[config.mk]
export PLATFORM = sky130hd
export DESIGN_NAME = zoom_job_sequencer_flat
export DESIGN_NICKNAME = d
export VERILOG_FILES = /design/src/rtl/zoom_job_sequencer_pkg.sv /design/src/rtl/zoom_job_sequencer_if.sv /design/src/rtl/zoom_job_sequencer_history_stack.sv /design/src/rtl/zoom_job_sequencer.sv /design/src/flat_wrapper.sv
export SDC_FILE = /design/constraint.sdc
export NUM_CORES = 1
export LEC_CHECK = 0
export ABC_AREA = 1
export BUFFER_PORTS_ARGS = -buffer_cell sky130_fd_sc_hd__buf_2
export CAP_MARGIN = 20
export CORE_MARGIN = 2
export CORE_UTILIZATION = 55
export CTS_CLUSTER_DIAMETER = 40
export DETAILED_ROUTE_END_ITERATION = 8
export GPL_ROUTABILITY_DRIVEN = 0
export HOLD_SLACK_MARGIN = 0.03
export PLACE_DENSITY = 0.92
export REMOVE_ABC_BUFFERS = 1
export SETUP_SLACK_MARGIN = 0.4
export SYNTH_ARGS = -nofsm -noshare
export SYNTH_HDL_FRONTEND = slang
export SYNTH_HIERARCHICAL = 1
export SYNTH_SLANG_ARGS = --single-unit
[constraint.sdc]
create_clock -name clk -period 4.2 [get_ports clk]
set_input_delay 0 -clock clk [delete_from_list [all_inputs] [get_ports clk]]
set_output_delay 0 -clock clk [all_outputs]
set_load 0.01 [all_outputs]
[src/rtl/zoom_job_sequencer_pkg.sv]
// Shared types and constants for the zoom job sequencer: FSM states,
// zoom-level width and limits, and the switch-selected algorithm codes.
package zoom_job_sequencer_pkg;

  localparam int ZOOM_W       = 3;
  localparam int ZOOM_MAX     = 4;
  localparam int ZOOM_DEFAULT = 2;

  typedef enum logic [2:0] {
    ST_IDLE   = 3'd0,
    ST_CLEAR  = 3'd1,
    ST_LAUNCH = 3'd2,
    ST_RUN    = 3'd3,
    ST_FINISH = 3'd4
  } state_e;

  typedef enum logic [1:0] {
    ALG_NEAREST   = 2'b00,
    ALG_BILINEAR  = 2'b01,
    ALG_REPLICATE = 2'b10,
    ALG_DECIMATE  = 2'b11
  } alg_e;

endpackage

[src/rtl/zoom_job_sequencer_if.sv]
// Request/datapath-control bundle between the front end (master) and the
// zoom job sequencer (slave).
interface zoom_job_sequencer_if #(
  parameter int ADDR_W = 19
);
  import zoom_job_sequencer_pkg::*;

  logic              zoom_in;
  logic              zoom_out;
  logic              return_prev;
  logic [1:0]        alg_sel;
  logic              sw_error;
  logic              proc_done;

  logic              proc_enable;
  logic [1:0]        alg_latched;
  logic              fb_wren;
  logic              fb_clear_sel;
  logic [ADDR_W-1:0] clr_addr;
  logic [ZOOM_W-1:0] zoom_level;
  logic              busy;
  logic              invalid_zoom_error;
  logic              has_run_once;

  modport master (
    output zoom_in, zoom_out, return_prev, alg_sel, sw_error, proc_done,
    input  proc_enable, alg_latched, fb_wren, fb_clear_sel, clr_addr,
           zoom_level, busy, invalid_zoom_error, has_run_once
  );

  modport slave (
    input  zoom_in, zoom_out, return_prev, alg_sel, sw_error, proc_done,
    output proc_enable, alg_latched, fb_wren, fb_clear_sel, clr_addr,
           zoom_level, busy, invalid_zoom_error, has_run_once
  );

endinterface

[src/rtl/zoom_job_sequencer_history_stack.sv]
// Circular LIFO of earlier zoom levels; a push when full overwrites the oldest
// entry. Only built when ZOOM_HISTORY_EN is defined.
`ifdef ZOOM_HISTORY_EN
module zoom_history_stack #(
  parameter int DEPTH = 4,
  parameter int W     = 3
) (
  input  logic         clk,
  input  logic         reset_n,
  input  logic         push,
  input  logic         pop,
  input  logic [W-1:0] push_data,
  output logic [W-1:0] pop_data,
  output logic         empty,
  output logic         full
);
  localparam int PTR_W = (DEPTH > 1) ? $clog2(DEPTH) : 1;
  localparam int CNT_W = $clog2(DEPTH + 1);
  localparam logic [PTR_W-1:0] PTR_LAST = PTR_W'(DEPTH - 1);
  localparam logic [CNT_W-1:0] CNT_FULL = CNT_W'(DEPTH);

  logic [W-1:0]     mem_q [DEPTH];
  logic [PTR_W-1:0] wr_ptr_q, wr_ptr_d;
  logic [PTR_W-1:0] top_ptr;
  logic [CNT_W-1:0] count_q, count_d;

  // wr_ptr points at the next free slot; the top of stack sits just below it.
  always_comb begin
    top_ptr = (wr_ptr_q == '0) ? PTR_LAST : wr_ptr_q - PTR_W'(1);
  end

  assign pop_data = mem_q[top_ptr];
  assign empty    = (count_q == '0);
  assign full     = (count_q == CNT_FULL);

  always_comb begin
    wr_ptr_d = wr_ptr_q;
    count_d  = count_q;
    if (push) begin
      wr_ptr_d = (wr_ptr_q == PTR_LAST) ? '0 : wr_ptr_q + PTR_W'(1);
      if (!full) count_d = count_q + CNT_W'(1);
    end else if (pop && !empty) begin
      wr_ptr_d = top_ptr;
      count_d  = count_q - CNT_W'(1);
    end
  end

  always_ff @(posedge clk) begin
    if (!reset_n) begin
      wr_ptr_q <= '0;
      count_q  <= '0;
    end else begin
      wr_ptr_q <= wr_ptr_d;
      count_q  <= count_d;
    end
  end

  always_ff @(posedge clk) begin
    if (push) mem_q[wr_ptr_q] <= push_data;
  end

endmodule
`endif

[src/rtl/zoom_job_sequencer.sv]
// Zoom request sequencer: runs clear -> launch -> run -> finish jobs for the
// image datapath. Define ZOOM_HISTORY_EN to enable the zoom-level history stack.
module zoom_job_sequencer #(
`ifdef ZOOM_HISTORY_EN
  parameter int HIST_DEPTH   = 4,
`endif
  parameter int FB_DEPTH     = 307200,
  parameter int ADDR_W       = 19,
  parameter int ZOOM_MAX     = zoom_job_sequencer_pkg::ZOOM_MAX,
  parameter int ZOOM_DEFAULT = zoom_job_sequencer_pkg::ZOOM_DEFAULT
) (
  input  logic                 clk,
  input  logic                 reset_n,
  zoom_job_sequencer_if.slave  bus
);
  import zoom_job_sequencer_pkg::*;

  localparam logic [ADDR_W-1:0] CLR_LAST = ADDR_W'(FB_DEPTH - 1);
  localparam logic [ZOOM_W-1:0] LVL_MAX  = ZOOM_W'(ZOOM_MAX);
  localparam logic [ZOOM_W-1:0] LVL_DEF  = ZOOM_W'(ZOOM_DEFAULT);

  state_e            state_q, state_d;
  logic [ZOOM_W-1:0] zoom_level_q, zoom_level_d;
  alg_e              alg_latched_q, alg_latched_d;
  logic              invalid_zoom_error_q, invalid_zoom_error_d;
  logic              has_run_once_q, has_run_once_d;
  logic              proc_enable_q, proc_enable_d;
  logic              fb_wren_q, fb_wren_d;
  logic              fb_clear_sel_q, fb_clear_sel_d;
  logic [ADDR_W-1:0] clr_addr_q, clr_addr_d;
  logic              job_start;
  logic              req_any;

`ifdef ZOOM_HISTORY_EN
  logic              hist_push, hist_pop, hist_empty, hist_full;
  logic [ZOOM_W-1:0] hist_top;

  zoom_history_stack #(
    .DEPTH (HIST_DEPTH),
    .W     (ZOOM_W)
  ) u_history (
    .clk       (clk),
    .reset_n   (reset_n),
    .push      (hist_push),
    .pop       (hist_pop),
    .push_data (zoom_level_q),
    .pop_data  (hist_top),
    .empty     (hist_empty),
    .full      (hist_full)
  );
`endif

  assign req_any = bus.zoom_in | bus.zoom_out | bus.return_prev;

  // State register (also holds every registered output).
  always_ff @(posedge clk) begin
    if (!reset_n) begin
      state_q              <= ST_IDLE;
      zoom_level_q         <= LVL_DEF;
      alg_latched_q        <= ALG_NEAREST;
      invalid_zoom_error_q <= 1'b0;
      has_run_once_q       <= 1'b0;
      proc_enable_q        <= 1'b0;
      fb_wren_q            <= 1'b0;
      fb_clear_sel_q       <= 1'b0;
      clr_addr_q           <= '0;
    end else begin
      state_q              <= state_d;
      zoom_level_q         <= zoom_level_d;
      alg_latched_q        <= alg_latched_d;
      invalid_zoom_error_q <= invalid_zoom_error_d;
      has_run_once_q       <= has_run_once_d;
      proc_enable_q        <= proc_enable_d;
      fb_wren_q            <= fb_wren_d;
      fb_clear_sel_q       <= fb_clear_sel_d;
      clr_addr_q           <= clr_addr_d;
    end
  end

  // Next-state: request arbitration in IDLE, job sequencing elsewhere.
  always_comb begin
    state_d              = state_q;
    zoom_level_d         = zoom_level_q;
    alg_latched_d        = alg_latched_q;
    invalid_zoom_error_d = invalid_zoom_error_q;
    job_start            = 1'b0;
`ifdef ZOOM_HISTORY_EN
    hist_push            = 1'b0;
    hist_pop             = 1'b0;
`endif
    unique case (state_q)
      ST_IDLE: begin
        if (req_any) begin
          if (!bus.sw_error) begin
            if (bus.return_prev) begin
`ifdef ZOOM_HISTORY_EN
              if (!hist_empty) begin
                zoom_level_d         = hist_top;
                hist_pop             = 1'b1;
                invalid_zoom_error_d = 1'b0;
                job_start            = 1'b1;
              end else begin
                invalid_zoom_error_d = 1'b1;
              end
`else
              if (zoom_level_q != LVL_DEF) begin
                zoom_level_d         = LVL_DEF;
                invalid_zoom_error_d = 1'b0;
                job_start            = 1'b1;
              end else begin
                invalid_zoom_error_d = 1'b1;
              end
`endif
            end else if (bus.zoom_in) begin
              if (zoom_level_q < LVL_MAX) begin
                zoom_level_d         = zoom_level_q + ZOOM_W'(1);
                invalid_zoom_error_d = 1'b0;
                job_start            = 1'b1;
`ifdef ZOOM_HISTORY_EN
                hist_push            = 1'b1;
`endif
              end else begin
                invalid_zoom_error_d = 1'b1;
              end
            end else begin
              if (zoom_level_q != '0) begin
                zoom_level_d         = zoom_level_q - ZOOM_W'(1);
                invalid_zoom_error_d = 1'b0;
                job_start            = 1'b1;
`ifdef ZOOM_HISTORY_EN
                hist_push            = 1'b1;
`endif
              end else begin
                invalid_zoom_error_d = 1'b1;
              end
            end
          end
        end else if (has_run_once_q && !bus.sw_error &&
                     (bus.alg_sel != alg_latched_q)) begin
          // A new algorithm on the switches re-renders at the current level.
          job_start = 1'b1;
        end
        if (job_start) begin
          state_d       = ST_CLEAR;
          alg_latched_d = alg_e'(bus.alg_sel);
        end
      end
      ST_CLEAR:  if (clr_addr_q == CLR_LAST) state_d = ST_LAUNCH;
      ST_LAUNCH: state_d = ST_RUN;
      ST_RUN:    if (bus.proc_done) state_d = ST_FINISH;
      ST_FINISH: state_d = ST_IDLE;
      default:   state_d = ST_IDLE;
    endcase
  end

  // Outputs are computed from the next state so the registers line up with it.
  always_comb begin
    proc_enable_d  = (state_d == ST_LAUNCH) || (state_d == ST_RUN);
    fb_wren_d      = (state_d == ST_CLEAR)  || (state_d == ST_RUN);
    fb_clear_sel_d = (state_d == ST_CLEAR);
    clr_addr_d     = '0;
    if ((state_d == ST_CLEAR) && (state_q == ST_CLEAR)) begin
      clr_addr_d = clr_addr_q + ADDR_W'(1);
    end
    has_run_once_d = has_run_once_q | (state_q == ST_FINISH);
  end

  assign bus.proc_enable        = proc_enable_q;
  assign bus.alg_latched        = alg_latched_q;
  assign bus.fb_wren            = fb_wren_q;
  assign bus.fb_clear_sel       = fb_clear_sel_q;
  assign bus.clr_addr           = clr_addr_q;
  assign bus.zoom_level         = zoom_level_q;
  assign bus.busy               = (state_q != ST_IDLE);
  assign bus.invalid_zoom_error = invalid_zoom_error_q;
  assign bus.has_run_once       = has_run_once_q;

endmodule

[src/flat_wrapper.sv]
// flat-port wrapper written by rule: the top's interface ports become plain ports
module zoom_job_sequencer_flat import zoom_job_sequencer_pkg::*;
#(

  parameter int FB_DEPTH     = 307200,
  parameter int ADDR_W       = 19,
  parameter int ZOOM_MAX     = zoom_job_sequencer_pkg::ZOOM_MAX,
  parameter int ZOOM_DEFAULT = zoom_job_sequencer_pkg::ZOOM_DEFAULT
)
  (clk, reset_n, bus_zoom_in, bus_zoom_out, bus_return_prev, bus_alg_sel, bus_sw_error, bus_proc_done, bus_proc_enable, bus_alg_latched, bus_fb_wren, bus_fb_clear_sel, bus_clr_addr, bus_zoom_level, bus_busy, bus_invalid_zoom_error, bus_has_run_once);
  zoom_job_sequencer_if #(.ADDR_W(ADDR_W)) bus_i ();
  input  logic clk;
  input  logic reset_n;
  input wire logic [$bits(bus_i.zoom_in)-1:0] bus_zoom_in;
  input wire logic [$bits(bus_i.zoom_out)-1:0] bus_zoom_out;
  input wire logic [$bits(bus_i.return_prev)-1:0] bus_return_prev;
  input wire logic [$bits(bus_i.alg_sel)-1:0] bus_alg_sel;
  input wire logic [$bits(bus_i.sw_error)-1:0] bus_sw_error;
  input wire logic [$bits(bus_i.proc_done)-1:0] bus_proc_done;
  output wire logic [$bits(bus_i.proc_enable)-1:0] bus_proc_enable;
  output wire logic [$bits(bus_i.alg_latched)-1:0] bus_alg_latched;
  output wire logic [$bits(bus_i.fb_wren)-1:0] bus_fb_wren;
  output wire logic [$bits(bus_i.fb_clear_sel)-1:0] bus_fb_clear_sel;
  output wire logic [$bits(bus_i.clr_addr)-1:0] bus_clr_addr;
  output wire logic [$bits(bus_i.zoom_level)-1:0] bus_zoom_level;
  output wire logic [$bits(bus_i.busy)-1:0] bus_busy;
  output wire logic [$bits(bus_i.invalid_zoom_error)-1:0] bus_invalid_zoom_error;
  output wire logic [$bits(bus_i.has_run_once)-1:0] bus_has_run_once;
  assign bus_i.zoom_in = bus_zoom_in;
  assign bus_i.zoom_out = bus_zoom_out;
  assign bus_i.return_prev = bus_return_prev;
  assign bus_i.alg_sel = bus_alg_sel;
  assign bus_i.sw_error = bus_sw_error;
  assign bus_i.proc_done = bus_proc_done;
  assign bus_proc_enable = bus_i.proc_enable;
  assign bus_alg_latched = bus_i.alg_latched;
  assign bus_fb_wren = bus_i.fb_wren;
  assign bus_fb_clear_sel = bus_i.fb_clear_sel;
  assign bus_clr_addr = bus_i.clr_addr;
  assign bus_zoom_level = bus_i.zoom_level;
  assign bus_busy = bus_i.busy;
  assign bus_invalid_zoom_error = bus_i.invalid_zoom_error;
  assign bus_has_run_once = bus_i.has_run_once;
  zoom_job_sequencer #(.FB_DEPTH(FB_DEPTH), .ADDR_W(ADDR_W), .ZOOM_MAX(ZOOM_MAX), .ZOOM_DEFAULT(ZOOM_DEFAULT)) u_core (.clk(clk), .reset_n(reset_n), .bus(bus_i));
endmodule
==> results by group <==
Drt
  • Vias per Instance: 4.98
  • Routed WL per cell: 10.6 µm
  • Drt pass-1 iters: 4
  • Remaining antenna violation count: 0
  • Drt drc: 0
  • Vias: 1539
  • DRT iter0 DRCs: 95
  • Routed WL: 3280 µm

Timing
  • Fmax achieved: 507 MHz
  • Fin Setup TNS: 0 ns
  • RSZ-0062 raised after global routing: false
  • Endpoints failing hold: 0
  • Final period utilization: 0.470
  • Relative slew slack: 0.804
  • Clk_skew: 0.00887 ns
  • Worst-Margin Slew: 0.293 ns
  • Fin crit period: 1.97 ns
  • Fin. max-slew vios: 0
  • Setup-failing EPs final: 0

Global route
  • Largest net degree at the start of global routing: 20
  • GR met1 Demand/Resource: 0.254
  • Vias in the first global route: 1388
  • First-pass GRT wire length: 5510 µm
  • GR peak layer: met2
  • Total gr overflow: 0
  • M3 GR Usage: 0.0522
  • Initial antenna violation count: 0
  • Total GRT Usage: 0.214
  • Met2 Use GR: 0.359

Layout
  • Antenna cells: 0
  • Commonest cells after routing, fill and taps aside: nor2_1, nand2_1, buf_2
  • Final cell count without fillers: 309
  • Nets: 289
  • Leading cell type in the layout, fill and taps excluded: nor2_1
  • Fillers: 217
  • Layout cells sized above 1: 0.187
  • Layout area overhead: 22.6%
  • Final Core Density: 0.705
  • Fin area: 0.00193 mm²

Pwr
  • Leak: 0.846 nW
  • Sequential group share of total power: 0.540
  • Sw power: 0.153 mW
  • Internal: 0.445 mW
  • Combinational share of power: 0.139
  • Sw Ratio: 0.256
  • Clock share of power: 0.321
  • Worst ir drop on vdd: 0.236 mV
  • PwrDens: 311 mW/mm²

Worst setup path
  • Most numerous cell on the critical path: nor2_1
  • Critical path depth: 9
  • R2r startpoint: u_core/state_q[1]
  • Crit path kind: flip-flop to flip-flop
  • RR Endpoint: u_core/bus.alg_latched[1]
  • Crit-path cells: nor2_1, nand2_1, nor2_1, nand3_1, nand2_1, inv_1, nor2_1, nor2_1, dlygate4sd3_1
  • Crit path launch type: flip-flop
  • CP delay by family, top: simple AND/OR/NAND/NOR gates
  • Crit-path max cell delay: 0.54 ns
  • Reg2Reg Setup Slack: 2.23 ns
  • Worst path bufs/invs: 2
  • WP data required: 4.42 ns
  • Slowest cell on the critical path: dlygate4sd3_1
  • Crit Path Max Fanout: 8
  • R2r worst-path depth: 9
  • WP data arrival: 2.19 ns
  • Crit end category: flip-flop

Synthesis
  • Synth Area in Compound Gates: 0.0366
  • Post-Synth XOR/XNOR Area: 0.0836
  • Register area share after synthesis: 0.408
  • Syn Area/Cell: 6.92 µm²
  • Largest family of logic cells by synthesized area: simple AND/OR/NAND/NOR gates
  • Post-synth ARST share: 0
  • Gate Count Post-Synth: 227
  • Synthesis warning total: 6
  • Mux contribution to synthesized area: 0
  • Yosys reg bits: 32
  • Cell area after synthesis: 0.00157 mm²
  • EDFF count, synth: 0
  • Main synth FF type: dfxtp_1
  • Simple-gate share of the synthesized area: 0.370
  • Synth Area in Adders: 0.0207
  • Number of distinct library cells after synthesis: 24

CTS
  • Later-pin clock latency in the skew report: 0.33 ns
  • Clk sinks: 32
  • Setup Fix Bufs, Post-CTS: 0
  • Hold Buf Count CTS: 8
  • Cts repair resizes: 0
  • Root buf cell: clkbuf_4
  • CTS Buf Count: 5
  • H-tree lvl count: 2
  • Clock tree buffer depth: 2
  • CTS tree: done
  • Worst-path clk slew: 0.10 ns

Worst hold path
  • Min-delay src: bus_zoom_out
  • Min-Delay Path Class: input pin to flip-flop
  • Hold depth: 4
  • Hold endpoint: u_core/bus.invalid_zoom_error

Die
  • Initial Utilization: 0.575
  • Die area: 0.00330 mm²
  • Core Region: 0.00273 mm²
  • Chip width: 57.5 µm
  • Cell Rows: 19
  • Die Y: 57.5 µm
  • # IOs: 39

Placed design
  • Post-DP Area: 0.00178 mm²
  • Detailed Place HPWL: 2430 µm
  • Placed Cells: 294
  • PortBufs: 38

Run
  • Max cap viols: 0

Run status
  • Outcome: complete, no violations
-- logic make-up after synthesis --
group           after synthesis
simple gates                137
flops                        32
buf+inv                      31
xor+xnor                     15
compound gates               10
fa+ha+maj                     2
-- power by group through the flow --
stage | registers [mW] | clock network, mW | logic (mW)
after floorplan | 0.334 | 0 | 0.0451
after global placement | 0.330 | 0 | 0.0730
after detailed placement | 0.330 | 0 | 0.0745
after CTS | 0.323 | 0.198 | 0.0831
after global routing | 0.325 | 0.210 | 0.0950
final | 0.323 | 0.192 | 0.0834
-- layer usage --
layer	part of all wire	up-vias	wire length, µm
li1	-	796	-
met1	0.44	694	1440
met2	0.49	45	1610
met3	0.060	4	196
met4	0.0094	0	31
met5	0	-	0
-- worst register-to-register path, cell delays in order (launching register included) --
cell,delay (ns)
dfxtp_1,0.34
nor2_1,0.17
nand2_1,0.09
nor2_1,0.11
nand3_1,0.24
nand2_1,0.17
inv_1,0.07
nor2_1,0.08
nor2_1,0.05
dlygate4sd3_1,0.54
-- layout make-up --
cell class,instances,area (µm²),share of cell area
clock buffer,7,65.1,0.0338
inverter,29,109,0.0565
multi-input combinational,164,803,0.417
sequential,32,641,0.332
tap,31,38.8,0.0201
timing repair buffer,46,270,0.140
-- synth_stat cells (2+ instances only) --
cell,n,area share
nor2_1,60,0.14
o21ai_0,3,0.0096
nor2_2,3,0.012
inv_1,28,0.067
nor3_1,4,0.013
nand3b_1,2,0.0096
nand3_1,13,0.041
xnor2_1,10,0.056
dfxtp_1,32,0.41
a21oi_1,5,0.016
nand2_1,48,0.11
xor2_1,5,0.028
nand4_1,3,0.012
-- sequential cells by signal, indices dropped and copies added (netlist names) --
register,count
u_core/bus.invalid_zoom_error,1
u_core/bus.has_run_once,1
u_core/bus.alg_latched,2
u_core/bus.fb_wren,1
u_core/bus.fb_clear_sel,1
u_core/bus.proc_enable,1
u_core/state_q,3
u_core/bus.clr_addr,19
u_core/bus.zoom_level,3
-- worst max path at each step --
| stage | from | to | slack [ns] |
|---|---|---|---|
| floorplan | u_core/bus.clr_addr[0] | u_core/bus.clr_addr[15] | 2.69 |
| global placement | u_core/bus.clr_addr[0] | u_core/bus.clr_addr[18] | 2.66 |
| detailed placement | u_core/bus.clr_addr[0] | u_core/bus.clr_addr[15] | 2.57 |
| CTS | u_core/state_q[1] | u_core/bus.alg_latched[1] | 2.24 |
| global route | u_core/bus.zoom_level[2] | u_core/bus.alg_latched[1] | 2.00 |
| finish | u_core/state_q[1] | u_core/bus.alg_latched[1] | 2.23 |
-- per-stage QoR --
stage | hold slack (ns) | power [mW] | setup slack (ns)
finish | 0.120 | 0.598 | 2.23
global route | 0.162 | 0.629 | 2.00
CTS | 0.117 | 0.604 | 2.24
detailed placement | 0.267 | 0.405 | 2.57
global placement | 0.259 | 0.403 | 2.66
floorplan | 0.0986 | 0.379 | 2.69
Note: power is estimated with default switching activity, not from simulation.
